File: config.mk
export PLATFORM = sky130hd
export DESIGN_NAME = sensor_link_scheduler
export DESIGN_NICKNAME = d
export VERILOG_FILES = /design/src/rtl/sensor_link_scheduler.sv
export SDC_FILE = /design/constraint.sdc
export NUM_CORES = 1
export LEC_CHECK = 0
export ABC_AREA = 1
export CORE_ASPECT_RATIO = 1.1
export CORE_MARGIN = 10
export CORE_UTILIZATION = 51
export DETAILED_ROUTE_END_ITERATION = 12
export PLACE_DENSITY = 0.76
export SLEW_MARGIN = 20
export SYNTH_ARGS = -nofsm -noshare
export SYNTH_HDL_FRONTEND = slang
export SYNTH_SLANG_ARGS = --single-unit
File: constraint.sdc
create_clock -name clk -period 1.4 [get_ports clk]
set_input_delay 0.14 -clock clk [delete_from_list [all_inputs] [get_ports clk]]
set_output_delay 0.14 -clock clk [all_outputs]
set_load 0.05 [all_outputs]
File: src/rtl/sensor_link_scheduler.sv
// Arbitrates host commands and the continuous-sampling timer onto one
// DHT11 reader and one UART transmitter; each transaction sends 2 bytes.
module sensor_link_scheduler #(
  parameter int PERIOD_TICKS = 10000,
  parameter int SNS_TIMEOUT  = 50000
) (
  input  logic       clk,
  input  logic       rst,
  input  logic       tick_en,
  input  logic       cmd_valid,
  input  logic [7:0] cmd_code,
  output logic       cmd_ready,
  output logic       sns_start,
  input  logic       sns_done,
  input  logic       sns_err,
  input  logic [7:0] sns_temp,
  input  logic [7:0] sns_hum,
  output logic       tx_start,
  output logic [7:0] tx_data,
  input  logic       tx_busy,
  output logic       cont_active,
  output logic       cont_sel
);

  localparam int PW = (PERIOD_TICKS > 1) ? $clog2(PERIOD_TICKS) : 1;
  localparam int TW = (SNS_TIMEOUT > 1) ? $clog2(SNS_TIMEOUT) : 1;
  localparam logic [PW-1:0] PER_LAST = PW'(PERIOD_TICKS - 1);
  localparam logic [TW-1:0] TO_LAST  = TW'(SNS_TIMEOUT - 1);

  typedef enum logic [2:0] {
    IDLE, SNS_START, SNS_WAIT, TX0, TX0_WAIT, TX1, TX1_WAIT
  } state_t;

  typedef enum logic [1:0] {
    K_STAT, K_TEMP, K_HUM, K_CONT
  } kind_t;

  state_t        state;
  kind_t         kind;
  logic          cont_pending;
  logic [PW-1:0] per_cnt;
  logic [TW-1:0] to_cnt;
  logic [7:0]    rsp_code;
  logic [7:0]    rsp_data;
  logic          accept;
  logic          service;
  logic          use_hum;

  assign accept  = (state == IDLE) && cmd_ready && cmd_valid;
  assign service = (state == IDLE) && cmd_ready && !cmd_valid
                   && cont_pending;
  assign use_hum = (kind == K_HUM) || ((kind == K_CONT) && cont_sel);

  always_ff @(posedge clk or negedge rst) begin
    if (!rst) begin
      state        <= IDLE;
      kind         <= K_STAT;
      cmd_ready    <= 1'b0;
      sns_start    <= 1'b0;
      tx_start     <= 1'b0;
      tx_data      <= 8'h00;
      cont_active  <= 1'b0;
      cont_sel     <= 1'b0;
      cont_pending <= 1'b0;
      per_cnt      <= '0;
      to_cnt       <= '0;
      rsp_code     <= 8'h00;
      rsp_data     <= 8'h00;
    end else begin
      sns_start <= 1'b0;
      tx_start  <= 1'b0;

      // FSM assignments below override the timer on the same cycle
      if (cont_active && tick_en) begin
        if (per_cnt == PER_LAST) begin
          per_cnt      <= '0;
          cont_pending <= 1'b1;
        end else begin
          per_cnt <= per_cnt + PW'(1);
        end
      end

      unique case (state)
        IDLE: begin
          if (accept) begin
            cmd_ready <= 1'b0;
            rsp_data  <= 8'h00;
            case (cmd_code)
              8'h00, 8'h01, 8'h02: begin
                kind      <= (cmd_code == 8'h00) ? K_STAT :
                             (cmd_code == 8'h01) ? K_TEMP : K_HUM;
                sns_start <= 1'b1;
                state     <= SNS_START;
              end
              8'h03, 8'h04: begin
                cont_active  <= 1'b1;
                cont_sel     <= cmd_code[2];
                per_cnt      <= '0;
                cont_pending <= 1'b0;
                kind         <= K_CONT;
                sns_start    <= 1'b1;
                state        <= SNS_START;
              end
              8'h05: begin
                state <= TX0;
                if (cont_active) begin
                  rsp_code     <= cont_sel ? 8'h0B : 8'h0A;
                  cont_active  <= 1'b0;
                  cont_pending <= 1'b0;
                  per_cnt      <= '0;
                end else begin
                  rsp_code <= 8'hFF;
                end
              end
              default: begin
                rsp_code <= 8'hFF;
                state    <= TX0;
              end
            endcase
          end else if (service) begin
            cont_pending <= 1'b0;
            kind         <= K_CONT;
            cmd_ready    <= 1'b0;
            sns_start    <= 1'b1;
            state        <= SNS_START;
          end else begin
            cmd_ready <= 1'b1;
          end
        end
        SNS_START: begin
          to_cnt <= '0;
          state  <= SNS_WAIT;
        end
        SNS_WAIT: begin
          if (sns_done) begin
            state <= TX0;
            if (sns_err) begin
              rsp_code <= 8'h1F;
              rsp_data <= 8'h00;
            end else if (kind == K_STAT) begin
              rsp_code <= 8'h07;
              rsp_data <= 8'h00;
            end else begin
              rsp_code <= use_hum ? 8'h08 : 8'h09;
              rsp_data <= use_hum ? sns_hum : sns_temp;
            end
          end else if (to_cnt == TO_LAST) begin
            rsp_code <= 8'h1F;
            rsp_data <= 8'h00;
            state    <= TX0;
          end else begin
            to_cnt <= to_cnt + TW'(1);
          end
        end
        TX0: begin
          if (!tx_busy) begin
            tx_data  <= rsp_code;
            tx_start <= 1'b1;
            state    <= TX0_WAIT;
          end
        end
        TX0_WAIT: begin
          // tx_start is high only on the first cycle here; busy may lag it
          if (!tx_start && !tx_busy) state <= TX1;
        end
        TX1: begin
          if (!tx_busy) begin
            tx_data  <= rsp_data;
            tx_start <= 1'b1;
            state    <= TX1_WAIT;
          end
        end
        TX1_WAIT: begin
          if (!tx_start && !tx_busy) begin
            state     <= IDLE;
            cmd_ready <= 1'b1;
          end
        end
        default: state <= IDLE;
      endcase
    end
  end

endmodule

# --- Yosys cells after proc, flatten, opt, wreduce, memory -nomap -nowiden ---
# Cells that the tools add are included.
totals:
  out_inout_bits: 13
  register_bits: 65
  word_cells: 136
  input_bits: 31
classes:
  reduce_logical: 33
  muxes: 62
  addsub: 2
  eq_ne: 26
ops:
  columns: ["operator", "n"]
  rows:
  - ["2-to-1 mux 8 bit", 12]
  - ["2-to-1 mux 14 bit", 5]
  - ["case mux 8 bit (2 select lines)", 4]
  - ["2-to-1 mux 16 bit", 2]
  - ["case mux 16 bit (2 select lines)", 1]
  - ["case mux 14 bit (2 select lines)", 1]
  - ["2-to-1 mux 3 bit", 8]
  - ["case mux 3 bit (7 select lines)", 1]
  - ["AND reduction 3 bit", 6]
  - ["2-to-1 mux 1 bit", 17]
  - ["adder 16 x 1 -> 16 bit (second input constant)", 1]
  - ["equality test 16 bit (second input constant)", 1]
  - ["equality test 8 x 2 -> 1 bit (second input constant)", 2]
  - ["equality test 8 x 3 -> 1 bit (second input constant)", 2]
  - ["!= test 2 bit (second input constant)", 8]
  - ["adder 14 x 1 -> 14 bit (second input constant)", 1]
  - ["equality test 14 bit (second input constant)", 1]
  - ["nonzero test 2 bit", 6]
  - ["2-to-1 mux 2 bit", 5]
  - ["equality test 3 bit (second input constant)", 3]
  - ["equality test 8 x 1 -> 1 bit (second input constant)", 1]
  - ["zero test 8 bit", 1]
  - ["logical AND 1 bit", 7]
  - ["equality test 3 x 2 -> 1 bit (second input constant)", 2]
  - ["other kinds (18)", 25]

# --- Longest topological paths before layout ---
depth:
  word_depth: 8
  depth_mapped: 11
  ltp_nobuf: 11

# --- Worst setup path before layout ---
# OpenSTA, ideal clock, no wires.
synth_timing:
  kind: "reg2reg"
  startpoint: "register cont_active"
  endpoint: "register per_cnt[13]"
  synth_period_minus_slack_ns: 1.650
  path_buffers: 0
  setup_slack_ns: -0.250
  t_arrival_ns: 1.533
  required_time_ns: 1.283
  setup_ns: 0.117
  path_stages_with_launch: 8
  path_cell_list: "dfrtp_1 -> nand2_2 -> inv_2 -> nand3_1 -> nor2_2 -> nand4_1 -> nand3_1 -> nand2_1"
synth_between:
  elab_chain_len: 6
synth_lines:
  columns: ["element", "line", "rtl"]
  rows:
  - ["start, declared", "21", "output logic cont_active,"]
  - ["start signal, assigned", "62", "cont_active <= 1'b0;"]
  - ["start signal, assigned", "96", "cont_active <= 1'b1;"]
  - ["start signal, assigned", "108", "cont_active <= 1'b0;"]
  - ["logical AND 1 bit", "74", "if (cont_active && tick_en) begin"]
  - ["2-to-1 mux 14 bit", "74", null]
  - ["2-to-1 mux 14 bit", "106", "if (cont_active) begin"]
  - ["case mux 14 bit (2 select lines)", "88", "case (cmd_code)"]
  - ["2-to-1 mux 14 bit", "85", "if (accept) begin"]
  - ["2-to-1 mux 14 bit *", "83", "unique case (state)"]
  - ["end signal, assigned", "79", "per_cnt <= per_cnt + PW'(1);"]
  - ["end, declared", "41", "logic [PW-1:0] per_cnt;"]
# Mark *: on every way between the ends. The rest lies on a longest branch, timed or not.
# A chain may end at the register's enable or synchronous reset.

# --- Final worst setup path ---
layout_timing:
  startpoint: "register state[2]"
  endpoint: "register rsp_code[2]"
layout_between:
  elab_chain_len: 5
  word_cells_on_any_way: 10
  cone_classes: "4 x eq/ne; 1 x mux; 5 x reduce/logical"
layout_lines:
  columns: ["element", "line", "rtl"]
  rows:
  - ["start, declared", "38", "state_t state;"]
  - ["start signal, assigned", "56", "state <= IDLE;"]
  - ["start signal, assigned", "93", "state <= SNS_START;"]
  - ["start signal, assigned", "102", "state <= SNS_START;"]
  - ["zero test 3 bit", "49, 83", null]
  - ["logical AND 1 bit (2 in a row)", "49", "assign accept = (state == IDLE) && cmd_ready && cmd_valid;"]
  - ["!= test 2 bit (no source line)", null, null]
  - ["AND reduction 4 bit (no source line)", null, null]
  - ["end signal, assigned", "107", "rsp_code <= cont_sel ? 8'h0B : 8'h0A;"]
  - ["end signal, assigned", "144", "rsp_code <= use_hum ? 8'h08 : 8'h09;"]
  - ["end, declared", "43", "logic [7:0] rsp_code;"]
# Parallel ways exist; a longest one is shown, timed or not.

==> reports/metrics.csv <==
stage,metric,value,unit
die,core,7473,µm²
sta,skew,0.009900,ns
global_routing,grt_max_degree,37,
die,die_x,103.6,µm
place,hpwl,8006,µm
detailed_routing,drc,0,
sta,timing.final.ws_setup,-0.1770,ns
run_status,outcome,finished with violations,
place,place_ws,-0.4712,ns
worst_setup_path,critPathLaunchType,register,
global_routing,first_global_vias,4160,
sta,hold_violations,0,
die,ios,44,
cells_and_area,fill_cells,494,
detailed_routing,vias_per_cell,5.169,
pwr,seq_power_share,28.5,%
global_routing,grt_usage,19.09,%
synth,synth_fp_nets,600,
detailed_routing,routed_wl,11590,µm
synth,yosysTopAreaCell,dfrtp_1,
flow_run,cap_violations,0,
sta,fin_crit_sh,112.6,%
sta,worst_pin_slew,0.4128,ns
sta,finalMaxSlewViolations,0,
cts,clk_pin_slew,0.08,ns
place,io_buffers,43,
worst_setup_path,required,1.70,ns
synth,yosys_warnings,0,
detailed_routing,wire_per_inst,14.10,µm
cts,cts_tree,done,
synth,synth.avg_cell_area,6.916,µm²
worst_setup_path,crit_type,reg2reg,
detailed_routing,vias,4249,
die,die_h,112.0,µm
sta,relSlewSlack,72.27,%
die,start_util,52.47,%
pwr,power_density,1761,nW/µm²
synth,ys_seq_area_share,40.20,%
detailed_routing,drtIter0Drc,253,
worst_setup_path,critical_path_arrival,1.87,ns
synth,synthArstFlopShare,100.0,%
cells_and_area,final_net_count,745,
synth,synth_top_flop_cell,dfrtp_1,
synth,yosys.area.top_type_share,40.20,%
pwr,power_switching,0.004650,W
cells_and_area,layoutNonFillerInstCount,822,
cells_and_area,final_cell_area,5852,µm²
cts,clk-insertion-delay-late,0.36,ns
min_path,min_path_type,in2async,
die,die_area,11600,µm²
pwr,p_comb_share,55.2,%
pwr,ir_worst_vdd,0.8441,mV
pwr,p_sw_share,45.12,%
worst_setup_path,worst-r2r-setup-slack,-0.18,ns
cts,cts-root-buf,clkbuf_8,
synth,netlist-cell-type-count,37,
cts,cts_inserted_buffers,9,
cells_and_area,area_growth,49.23,%
cts,htreeDepth,3,
sta,rsz0062_at_grt,yes,
synth,synth_area_leaders,"dfrtp_1 40%, nand2_1 18%, inv_1 6.4%, nor2_1 6.2%, nand3_1 5.9%",
die,placementRows,33,
place,post-place-cells,789,
worst_setup_path,cp-end-kind,register,
synth,synth-seq-cells,63,
sta,finalCriticalPeriod,1.577,ns
pwr,power_frac_clock,16.3,%
run_status,failed_checks,negative setup slack,
global_routing,grt-ovfl-total,0,
pwr,p_leak,2.878,nW
cells_and_area,antenna_cells,0,
sta,setup_viol,55,
detailed_routing,drt_first_pass_iters,5,
place,gp_congestion,0.9078,
detailed_routing,drtAntennaViolNets,0,
worst_setup_path,crit_fanout,5,
sta,tns,-6.674,ns
place,postPlaceCellArea,5182,µm²
cts,cts.sinks,63,
sta,clock.fmax,0.6341,GHz
global_routing,antenna_found_initial,0,
pwr,p_int,0.005656,W
cts,clock_path_buffers,2,
synth,netlist_instances,567,
global_routing,grt_pass1_wl,18790,µm
synth,syn_area,3921,µm²
cells_and_area,drive_above_1_share,30.96,%
synth,synth_edf_count,0,
[worst max-delay path: stages, from the launching register on]
cell and delay, ns:
dfrtp_1 0.44, nor2_4 0.18, nand3_4 0.14, o21ai_2 0.33, buf_4 0.20, nand4_1 0.12
nand2_1 0.10
[power groups by stage]
stage / logic [W] / clock network, W / registers, W
floorplan: 0.00245 / 0 / 0.00328
global placement: 0.00454 / 0 / 0.00290
detailed placement: 0.00466 / 0 / 0.00293
CTS: 0.00530 / 0.00167 / 0.00291
global route: 0.00619 / 0.00179 / 0.00301
finish: 0.00569 / 0.00168 / 0.00294
[routing by layer]
layer | routed length, µm | GRT usage (%)
met5 | 0 | 0
met1 | 4811 | 22.43
met3 | 480 | 4.268
met2 | 5981 | 33.08
met4 | 319 | 7.345
[per-stage QoR]
step / utilization [%] / hold WS (ns) / total power, W
after floorplan: - / -0.1556 / 0.005734
after global placement: 69.35 / 0.07529 / 0.007436
after detailed placement: 69.35 / 0.07825 / 0.007593
after CTS: 76.18 / 0.2317 / 0.009878
after global routing: 78.30 / 0.2512 / 0.01099
final: 78.30 / 0.2233 / 0.01031
[cells in the mapped netlist, types with 2 or more instances]
master / n
buf_4: 5
or2_2: 2
o21ai_1: 9
xnor2_1: 4
nor2_2: 5
nand3_2: 2
nor2_4: 3
o21ai_0: 19
a21oi_1: 6
dfrtp_1: 63
xor2_1: 13
o22ai_1: 4
inv_2: 5
nand4_1: 19
nor2_1: 65
nand2_2: 3
clkbuf_1: 3
nand3_1: 46
nor3_1: 8
a31oi_1: 7
nand2_1: 193
ha_1: 2
inv_1: 67
[worst paths after layout]
path | startpoint | to | cells past startpoint
setup / recovery | state[2] | rsp_code[2] | 6
hold / removal | rst | state[0] | 2
hold reg to reg | rsp_code[3] | rsp_code[3] | 2
setup reg to reg | state[2] | rsp_code[2] | 6
max in group asynchronous | rst | cont_sel | 3
min in group clk | sns_hum[3] | rsp_data[3] | 5
[cells by family (layout without fill, tap and decap cells)]
kind of cell	Yosys count	count (layout)	share of synthesized area, %
XOR/XNOR	17	17	3.797
buffers and inverters	83	232	8.647
flip-flops	63	63	40.20
adder cells (fa/ha/maj)	2	2	0.6381
AND/OR/NAND/NOR	351	352	39.06
AO/OA/AOI/OAI	51	51	7.658
[layout make-up]
type                            instances  area [µm²]  area share [%]
Multi-Input combinational cell        422        2306           39.41
Tap cell                              105       131.4           2.245
Timing Repair Buffer                  143        1348           23.03
Sequential cell                        63        1582           27.03
Clock inverter                          7       80.08           1.368
Inverter                               73       281.5           4.811
Clock buffer                            9       123.9           2.117
[placed cells by master, fill, tap and decap left out, types with 7 or more instances in the layout]
cell type and count:
nor3_1 7, clkdlybuf4s50_1 29, inv_2 7, nand2_4 7
o21ai_1 11, clkbuf_8 9, inv_1 62, buf_4 91
nand2_2 36, o21ai_0 16, nand4_1 19, buf_6 7
nor2_1 62, dfrtp_1 59, buf_12 14, a31oi_1 7
nand3_1 39, nand2_1 152, xor2_1 13
[timing repair]
| item | in CTS | in global routing |
|---|---|---|
| endpoints found under the setup margin | 61 | 62 |
| hold endpoints to repair | 13 | 0 |
| resized for setup | 46 | 39 |
| pin swaps | 14 | 20 |
| hold buffers | 1 | 0 |
| gates cloned | 1 | 0 |
| setup buffers | 11 | 4 |
[registers in the layout (all words and copies together) (netlist names)]
name,count
to_cnt,16
cont_pending,1
tx_start,1
cont_active,1
per_cnt,14
cont_sel,1
sns_start,1
kind,2
rsp_data,8
tx_data,8
cmd_ready,1
rsp_code,6
state,3
Note: power is estimated with default switching activity, not from simulation.
